--- src/rtl/dm_arbiter.sv ---
// -----------------------------------------------------------------------------
// dm_arbiter
//
// Shares the single-port 128 x 32-bit data memory between the pipeline MEM
// stage (CPU) and a DMA/debug loader port. One access is granted per cycle.
// The CPU has priority. A starvation limit bounds how long a pending DMA
// request can wait. The pipeline is stalled on any cycle where the DMA port
// wins while the CPU also wants the memory.
//
// Parameters
//   MAX_CPU_RUN  consecutive CPU grants allowed while DMA is pending (1..15)
//   CNT_W        width of the saturating diagnostic stall counter
//
// Ports
//   clk, reset                 clock, asynchronous active-high reset
//   cpu_memread/memwrite       MEM-stage read / write request
//   cpu_addr, cpu_wdata        byte address (word = cpu_addr[8:2]), store data
//   cpu_rdata                  load data to MEM/WB (0 when CPU not granted)
//   cpu_stall                  hold IF..MEM this cycle
//   dma_valid/we/addr/wdata    DMA request (held stable until dma_ready)
//   dma_ready                  DMA request accepted this cycle
//   dma_rvalid, dma_rdata      registered DMA read response
//   dm_addr/rd/wr/wdata        data memory control and write data
//   dm_rdata                   data memory read data (combinational)
//   dbg_stall_cnt              saturating count of stalled cycles
// -----------------------------------------------------------------------------
module dm_arbiter #(
   parameter int MAX_CPU_RUN = 4,
   parameter int CNT_W       = 16
) (
   input  logic             clk,
   input  logic             reset,
   input  logic             cpu_memread,
   input  logic             cpu_memwrite,
   input  logic [31:0]      cpu_addr,
   input  logic [31:0]      cpu_wdata,
   output logic [31:0]      cpu_rdata,
   output logic             cpu_stall,
   input  logic             dma_valid,
   input  logic             dma_we,
   input  logic [6:0]       dma_addr,
   input  logic [31:0]      dma_wdata,
   output logic             dma_ready,
   output logic             dma_rvalid,
   output logic [31:0]      dma_rdata,
   output logic [6:0]       dm_addr,
   output logic             dm_rd,
   output logic             dm_wr,
   output logic [31:0]      dm_wdata,
   input  logic [31:0]      dm_rdata,
   output logic [CNT_W-1:0] dbg_stall_cnt
);

   localparam logic [3:0]       RUN_LIMIT = 4'(MAX_CPU_RUN);
   localparam logic [3:0]       RUN_MAX   = 4'hF;
   localparam logic [CNT_W-1:0] CNT_MAX   = {CNT_W{1'b1}};

   // Saturating increment of the CPU run counter.
   function automatic logic [3:0] sat_inc_run(input logic [3:0] value);
      if (value == RUN_MAX) begin
         return RUN_MAX;
      end
      return value + 4'd1;
   endfunction

   // Saturating increment of the diagnostic stall counter.
   function automatic logic [CNT_W-1:0] sat_inc_cnt(input logic [CNT_W-1:0] value);
      if (value == CNT_MAX) begin
         return CNT_MAX;
      end
      return value + {{(CNT_W-1){1'b0}}, 1'b1};
   endfunction

   logic       cpu_req;
   logic       dma_req;
   logic       grant_cpu;
   logic       grant_dma;
   logic [3:0] run;

   assign cpu_req = cpu_memread | cpu_memwrite;
   assign dma_req = dma_valid;

   // ---- grant selection (combinational) ----
   // Reset forces no grant, which idles every combinational output and
   // guarantees no memory write while reset is high.
   always_comb begin
      grant_cpu = 1'b0;
      grant_dma = 1'b0;
      if (!reset) begin
         if (cpu_req && dma_req) begin
            if (run < RUN_LIMIT) begin
               grant_cpu = 1'b1;
            end else begin
               grant_dma = 1'b1;
            end
         end else if (cpu_req) begin
            grant_cpu = 1'b1;
         end else if (dma_req) begin
            grant_dma = 1'b1;
         end
      end
   end

   // Memory-side and requester-side steering. An illegal CPU access with
   // both memread and memwrite set passes both enables through untouched.
   always_comb begin
      dm_addr   = 7'd0;
      dm_rd     = 1'b0;
      dm_wr     = 1'b0;
      dm_wdata  = 32'd0;
      cpu_rdata = 32'd0;
      cpu_stall = 1'b0;
      dma_ready = 1'b0;
      if (grant_cpu) begin
         dm_addr   = cpu_addr[8:2];
         dm_rd     = cpu_memread;
         dm_wr     = cpu_memwrite;
         dm_wdata  = cpu_wdata;
         cpu_rdata = dm_rdata;
      end else if (grant_dma) begin
         dm_addr   = dma_addr;
         dm_rd     = ~dma_we;
         dm_wr     = dma_we;
         dm_wdata  = dma_wdata;
         dma_ready = 1'b1;
         cpu_stall = cpu_req;
      end
   end

   // ---- registered state (posedge clk) ----
   // run counts CPU grants taken while DMA waits. It clears whenever DMA is
   // served or stops asking, so a forced DMA slot costs the CPU at most one
   // cycle before the CPU wins again.
   always_ff @(posedge clk or posedge reset) begin
      if (reset) begin
         run <= 4'd0;
      end else if (grant_dma || !dma_valid) begin
         run <= 4'd0;
      end else if (grant_cpu) begin
         run <= sat_inc_run(run);
      end
   end

   // DMA read response: rvalid pulses for one cycle per accepted read,
   // rdata holds until the next accepted read.
   always_ff @(posedge clk or posedge reset) begin
      if (reset) begin
         dma_rvalid <= 1'b0;
         dma_rdata  <= 32'd0;
      end else begin
         dma_rvalid <= grant_dma & ~dma_we;
         if (grant_dma && !dma_we) begin
            dma_rdata <= dm_rdata;
         end
      end
   end

   always_ff @(posedge clk or posedge reset) begin
      if (reset) begin
         dbg_stall_cnt <= '0;
      end else if (cpu_stall) begin
         dbg_stall_cnt <= sat_inc_cnt(dbg_stall_cnt);
      end
   end

endmodule

--- config.mk ---
export PLATFORM = sky130hd
export DESIGN_NAME = dm_arbiter
export DESIGN_NICKNAME = d
export VERILOG_FILES = /design/src/rtl/dm_arbiter.sv
export SDC_FILE = /design/constraint.sdc
export NUM_CORES = 1
export LEC_CHECK = 0
export BUFFER_PORTS_ARGS = -buffer_cell sky130_fd_sc_hd__buf_2
export CORE_ASPECT_RATIO = 0.75
export CORE_MARGIN = 8
export CORE_UTILIZATION = 41
export CTS_CLUSTER_DIAMETER = 60
export DETAILED_ROUTE_END_ITERATION = 10
export PLACE_DENSITY_LB_ADDON = 0.2
export SYNTH_ARGS = -nofsm -noshare
export SYNTH_HDL_FRONTEND = slang
export SYNTH_SLANG_ARGS = --single-unit
--- constraint.sdc ---
create_clock -name clk -period 2.81 [get_ports clk]
set_input_delay 0.562 -clock clk [delete_from_list [all_inputs] [get_ports clk]]
set_output_delay 0.562 -clock clk [all_outputs]
set_load 0.1 [all_outputs]
==> flow_metrics.py, run 1 <==
metrics = {
    "setup_path": {
        "rr_startpoint": "dbg_stall_cnt[4]$_DFFE_PP0P_",
        "critPathCaptureType": "output pin",
        "start_kind": "flip-flop",
        "timing.reg2reg.setup_slack_ns": 0.87,
        "crit_path_start": "run[3]$_DFFE_PP0P_",
        "r2r-end": "dbg_stall_cnt[3]$_DFFE_PP0P_",
        "worstRegToRegCells": 4,
        "crit_arrival_ns": 2.07,
        "setup.worst_path.class": "reg -> out",
        "crit_required_ns": 2.25,
        "worst-path-max-fanout": 42,
    },
    "job": {
        "drv_cap": 0,
    },
    "detailed_routing": {
        "vias_per_cell": 5.31,
        "firstDrtPassIters": 4,
        "drt_iter0_drc": 175,
        "finalWirelength_um": 12400,
        "vias": 3244,
        "wl_per_cell_um": 20.3,
        "ant_nets": 0,
        "drc": 0,
    },
    "die": {
        "die_y_um": 89.6,
        "fp.coreArea_um2": 7160,
        "dieWidth_um": 114,
        "die_area_um2": 10200,
        "rows": 27,
        "initial_core_util_pct": 41.4,
        "io_pins": 265,
    },
    "layout": {
        "drive_gt1_share_pct": 59.8,
        "final_common_cell": "buf_2",
        "layout_common_cells": "164 x buf_2, 78 x buf_12, 53 x dfrtp_1",
        "synthToLayoutAreaGrowth_pct": 88.0,
        "diodes": 0,
        "nets": 652,
    },
    "sta": {
        "timing.slew.headroom_pct": 55.7,
        "hold_violations": 0,
        "rsz0062_at_grt": "no",
        "setup_viol": 0,
        "post-route-min-period_ns": 2.63,
        "timing.hold.ws_ns": 0.353,
        "clock_skew_ns": 0.00467,
        "tns_ns": 0,
        "fin_crit_sh_pct": 93.5,
        "drv_slew": 0,
        "fmax_mhz": 381,
        "tightest_slew_ns": 0.659,
    },
    "place": {
        "gp_congestion": 0.869,
        "port-buffer-count": 239,
        "dp_hpwl_um": 10300,
    },
    "yosys": {
        "yosys_warnings": 0,
        "synth.top_cells.by_area": "dfrtp_1 45%, a22o_1 12%, mux2_2 11%",
        "mappedNetlistArea_um2": 2960,
        "synth_edf_count": 0,
        "syn_inst": 275,
        "synth.net_count": 418,
        "async_flop_share_pct": 100,
        "ys.flop_type": "dfrtp_1",
        "synth_top_area_share_pct": 44.7,
        "ys_ff_latch": 53,
        "synth_seq_area_share_pct": 44.7,
        "synth.avg_cell_area_um2": 10.8,
        "yosys.area.top_type": "dfrtp_1",
        "synth.distinct_cells": 42,
    },
    "clocking": {
        "post_cts_resized": 0,
        "hold_buffers": 0,
        "clkLatencyLatePin_ns": 0.30,
        "path_clk_slew_ns": 0.10,
        "cts_buffers": 5,
        "cts_tree": "done",
        "cts_sinks": 53,
        "cts_setup_buffers": 0,
        "clock_path_buffers": 2,
        "cts-root-buf": "clkbuf_8",
        "h-tree-depth": 2,
    },
    "global_routing": {
        "grt_use_total_pct": 23.0,
        "grt_first_pass_wirelength_um": 18300,
        "grt_pass1_vias": 3405,
        "overflow": 0,
        "antenna_found_initial": 1,
        "grt_max_degree": 44,
    },
    "power_and_ir_drop": {
        "peakVddDrop_mv": 0.675,
        "p_leak_nw": 2.85,
        "p_per_area_nw_per_um2": 641,
    },
    "min_path": {
        "hold_class": "in -> async",
    },
    "outcome": {
        "status": "finished clean",
    },
}
## how the worst max path moves through the flow
stage | slack, ns | cells past startpoint | to
6_report | 0.18 | 5 | dm_wdata[19]
2_1_floorplan | 0.007 | 5 | dm_addr[0]
5_1_grt | 0.07 | 5 | dm_wdata[19]
4_1_cts | 0.20 | 5 | dm_wdata[19]
3_3_place_gp | 0.36 | 7 | dm_wdata[19]
3_5_place_dp | 0.33 | 7 | dm_wdata[19]
## layout make-up
type / count / area (um^2)
timing repair buffer: 246 / 2410
fill: 447 / 1590
inverter: 5 / 18.8
clock inverter: 3 / 65.1
multi-input combinational: 198 / 1560
tap: 101 / 126
clock buffer: 5 / 68.8
sequential: 53 / 1330
## layer usage
layer	vias to the layer above	routed length (um)	track usage, %	part of all wire (%)
met2	132	6570	40.2	53
met5	-	10	0	0.081
met4	2	122	4.81	0.98
li1	1515	-	-	-
met1	1583	4690	26.8	38
met3	12	1020	8.28	8.2
## per-stage QoR
step | area [um^2] | setup slack, ns | util [%] | instances | total power [mW]
floorplan | 2980 | 0.00682 | - | 275 | 2.41
global placement | 5440 | 0.361 | 75.9 | 603 | 2.96
detailed placement | 5440 | 0.333 | 75.9 | 603 | 2.99
CTS | 5570 | 0.198 | 77.8 | 611 | 3.60
global route | 5570 | 0.0725 | 77.8 | 611 | 3.68
finish | 5570 | 0.182 | 77.8 | 611 | 3.57
## cell usage after synthesis (2+ instances only)
cell and instances:
nor4_1 3, nor3_4 2, buf_2 3, or3_1 3, ha_1 2, and3_1 37
mux2_2 29, o21ai_0 5, a22o_1 40, nor2_1 8, a41oi_1 2, mux2i_1 2
xnor2_1 2, buf_4 3, nand2_1 13, a21oi_1 6, nor3_1 7, mux2_1 6
nand3_1 11, clkbuf_1 13, dfrtp_1 53, inv_1 5
## where the power goes
part	internal [mW]	switching, mW
Clock	0.354	0.254
Sequential	0.872	0.0572
Combinational	0.497	1.54
## cell families after synthesis
logic type,after synthesis,synth area share (%)
and+or+nand+nor,94,19.2
xor gates and xnor gates,2,0.591
adders and majority gates,2,0.844
muxes,37,14.0
AOI/OAI and AO/OA,63,17.1
buffers and inverters,24,3.55
DFF,53,44.7
## worst max-delay path, cell delays in order, from the launching register on
cell	delay, ns
dfrtp_1	0.50
nor3_2	0.46
nor2_2	0.11
buf_12	0.20
a22o_1	0.30
buf_12	0.18
## sequential cells by signal, indices dropped and copies added (netlist names)
register,count
dma_rdata,32
dbg_stall_cnt,16
run,4
dma_rvalid,1
(Power assumes the default switching activity.)
==> inputs of run 2 (changes only) <==
--- a/config.mk
+++ b/config.mk
@@ -12,6 +12,7 @@
 export CTS_CLUSTER_DIAMETER = 60
 export DETAILED_ROUTE_END_ITERATION = 10
 export PLACE_DENSITY_LB_ADDON = 0.2
+export REMOVE_ABC_BUFFERS = 1
 export SYNTH_ARGS = -nofsm -noshare
 export SYNTH_HDL_FRONTEND = slang
 export SYNTH_SLANG_ARGS = --single-unit
==> flow_metrics.py, run 2 (synthesis gave the netlist of run 1 again) <==
metrics = {
    "clocking": {
        "path_clk_slew_ns": 0.11,
        "clock_path_buffers": 2,
        "cts-root-buf": "clkbuf_8",
        "cts_setup_buffers": 0,
        "post_cts_resized": 0,
        "clkLatencyLatePin_ns": 0.31,
        "cts_buffers": 5,
        "h-tree-depth": 2,
        "hold_buffers": 0,
        "cts_sinks": 53,
        "cts_tree": "done",
    },
    "sta": {
        "rsz0062_at_grt": "no",
        "clock_skew_ns": 0.0120,
        "hold_violations": 0,
        "fmax_mhz": 391,
        "drv_slew": 0,
        "setup_viol": 0,
        "timing.slew.headroom_pct": 53.4,
        "post-route-min-period_ns": 2.56,
        "tightest_slew_ns": 0.694,
        "fin_crit_sh_pct": 91.0,
    },
    "detailed_routing": {
        "wl_met2_um": 6820,
        "maxUsedRoutingLayer": "met4",
        "ant_nets": 0,
        "finalWirelength_um": 12600,
        "wl_met1_um": 4460,
        "firstDrtPassIters": 4,
        "met3WireLength_um": 1110,
        "drc": 0,
        "drt_iter0_drc": 173,
        "wl_per_cell_um": 20.7,
        "vias_per_cell": 5.42,
        "vias": 3316,
    },
    "global_routing": {
        "grt_first_pass_wirelength_um": 18600,
        "grt_pass1_vias": 3278,
        "grt_use_total_pct": 23.6,
        "grt_max_degree": 44,
        "overflow": 0,
        "antenna_found_initial": 0,
    },
    "setup_path": {
        "crit_chain": "nor3_2, nor2_2, buf_12, a22o_1, buf_12",
        "crit_required_ns": 2.25,
        "critical_path.top_delay_family": "simple AND/OR/NAND/NOR gates",
        "critPathMaxStageDelay_ns": 0.49,
        "worst-path-max-fanout": 42,
        "crit_top_cell": "buf_12",
        "setup.worst_path.class": "reg -> out",
        "start_kind": "flip-flop",
        "slowest_stage": "dfrtp_1",
        "critPathCaptureType": "output pin",
        "cp_num_buf_inv": 2,
        "crit_arrival_ns": 1.99,
    },
    "layout": {
        "drive_gt1_share_pct": 57.9,
        "diodes": 0,
        "largest_reg_flops": 32,
        "nets": 653,
        "reg_top3": "dma_rdata (32), dbg_stall_cnt (16), run (4)",
        "nFillCells": 492,
        "synthToLayoutAreaGrowth_pct": 86.7,
        "finalNonFillerCells": 612,
        "largest-register": "dma_rdata",
        "layout_common_cells": "164 x buf_2, 77 x buf_12, 53 x dfrtp_1",
        "area.sequential_um2": 1330,
        "final_common_cell": "buf_2",
        "final_core_util_pct": 77.3,
        "multi_input_area_um2": 1540,
    },
    "die": {
        "io_pins": 265,
        "dieWidth_um": 114,
        "die_y_um": 89.6,
        "fp.coreArea_um2": 7160,
        "initial_core_util_pct": 41.4,
        "rows": 27,
        "die_area_um2": 10200,
    },
    "place": {
        "port-buffer-count": 239,
        "dp_hpwl_um": 10300,
        "dp.cells": 604,
        "gp_congestion": 0.885,
    },
    "outcome": {
        "status": "finished clean",
    },
    "job": {
        "drv_cap": 0,
    },
    "power_and_ir_drop": {
        "peakVddDrop_mv": 0.595,
        "p_per_area_nw_per_um2": 634,
        "p_leak_nw": 2.83,
    },
    "min_path": {
        "hold_class": "in -> async",
    },
}
-- run 2: cell count changes in the layout (fill, tap and decap cells not counted) --
cell,change
inv_8,+1
a22o_1,+9
clkinv_2,-1
a22o_2,-9
nor3_1,+1
clkinvlp_4,+1
buf_12,-1
buf_4,+2
bufinv_16,-1
nor3_2,-1
-- run 2: final timing paths --
kind                                         startpoint                      endpoint  slack [ns]  depth (start not counted)
setup reg to reg           dbg_stall_cnt[4]$_DFFE_PP0P_  dbg_stall_cnt[9]$_DFFE_PP0P_        0.88                          4
hold reg to reg               dma_rdata[25]$_DFFE_PP0P_     dma_rdata[25]$_DFFE_PP0P_        0.50                          1
min in group clk                           dm_rdata[25]     dma_rdata[25]$_DFFE_PP0P_        0.48                          2
hold / removal                                    reset  dbg_stall_cnt[1]$_DFFE_PP0P_        0.41                          3
max in group asynchronous                         reset     dma_rdata[18]$_DFFE_PP0P_        2.12                          3
setup / recovery                     run[3]$_DFFE_PP0P_                   dm_wdata[5]        0.25                          5
-- run 2: cell type report --
type	instances	area share (%)
Clock buffer	5	1.24
Inverter	5	0.339
Multi-Input combinational cell	198	27.8
Timing Repair Buffer	247	43.5
Tap cell	101	2.28
Clock inverter	3	0.882
Sequential cell	53	24.0
-- run 2: stage by stage --
stage               TNS [ns]  instance area, um^2  hold WS, ns  worst slack [ns]  total power, mW
finish                     0                 5540        0.410             0.254             3.51
global route               0                 5540        0.437             0.212             3.61
CTS                        0                 5540        0.414             0.258             3.53
detailed placement         0                 5420        0.476             0.329             2.99
global placement           0                 5420        0.466             0.378             2.95
floorplan             -92.84                 2880        0.541             -2.19             2.40
-- run 2: worst min-delay path: cells and delay by family --
family	cells	cell delay [ns]
buffers and inverters	3	0.57
-- run 2: layer usage --
metal	track usage (%)	vias up
met5	0	-
li1	-	1511
met3	8.08	27
met4	6.26	0
met1	25.4	1620
met2	43.9	158
-- run 2: where the power goes --
part           internal, mW  leakage (nW)  switching (mW)
sequential            0.872         0.674          0.0580
combinational         0.494          2.10            1.54
clock                 0.272        0.0563           0.275
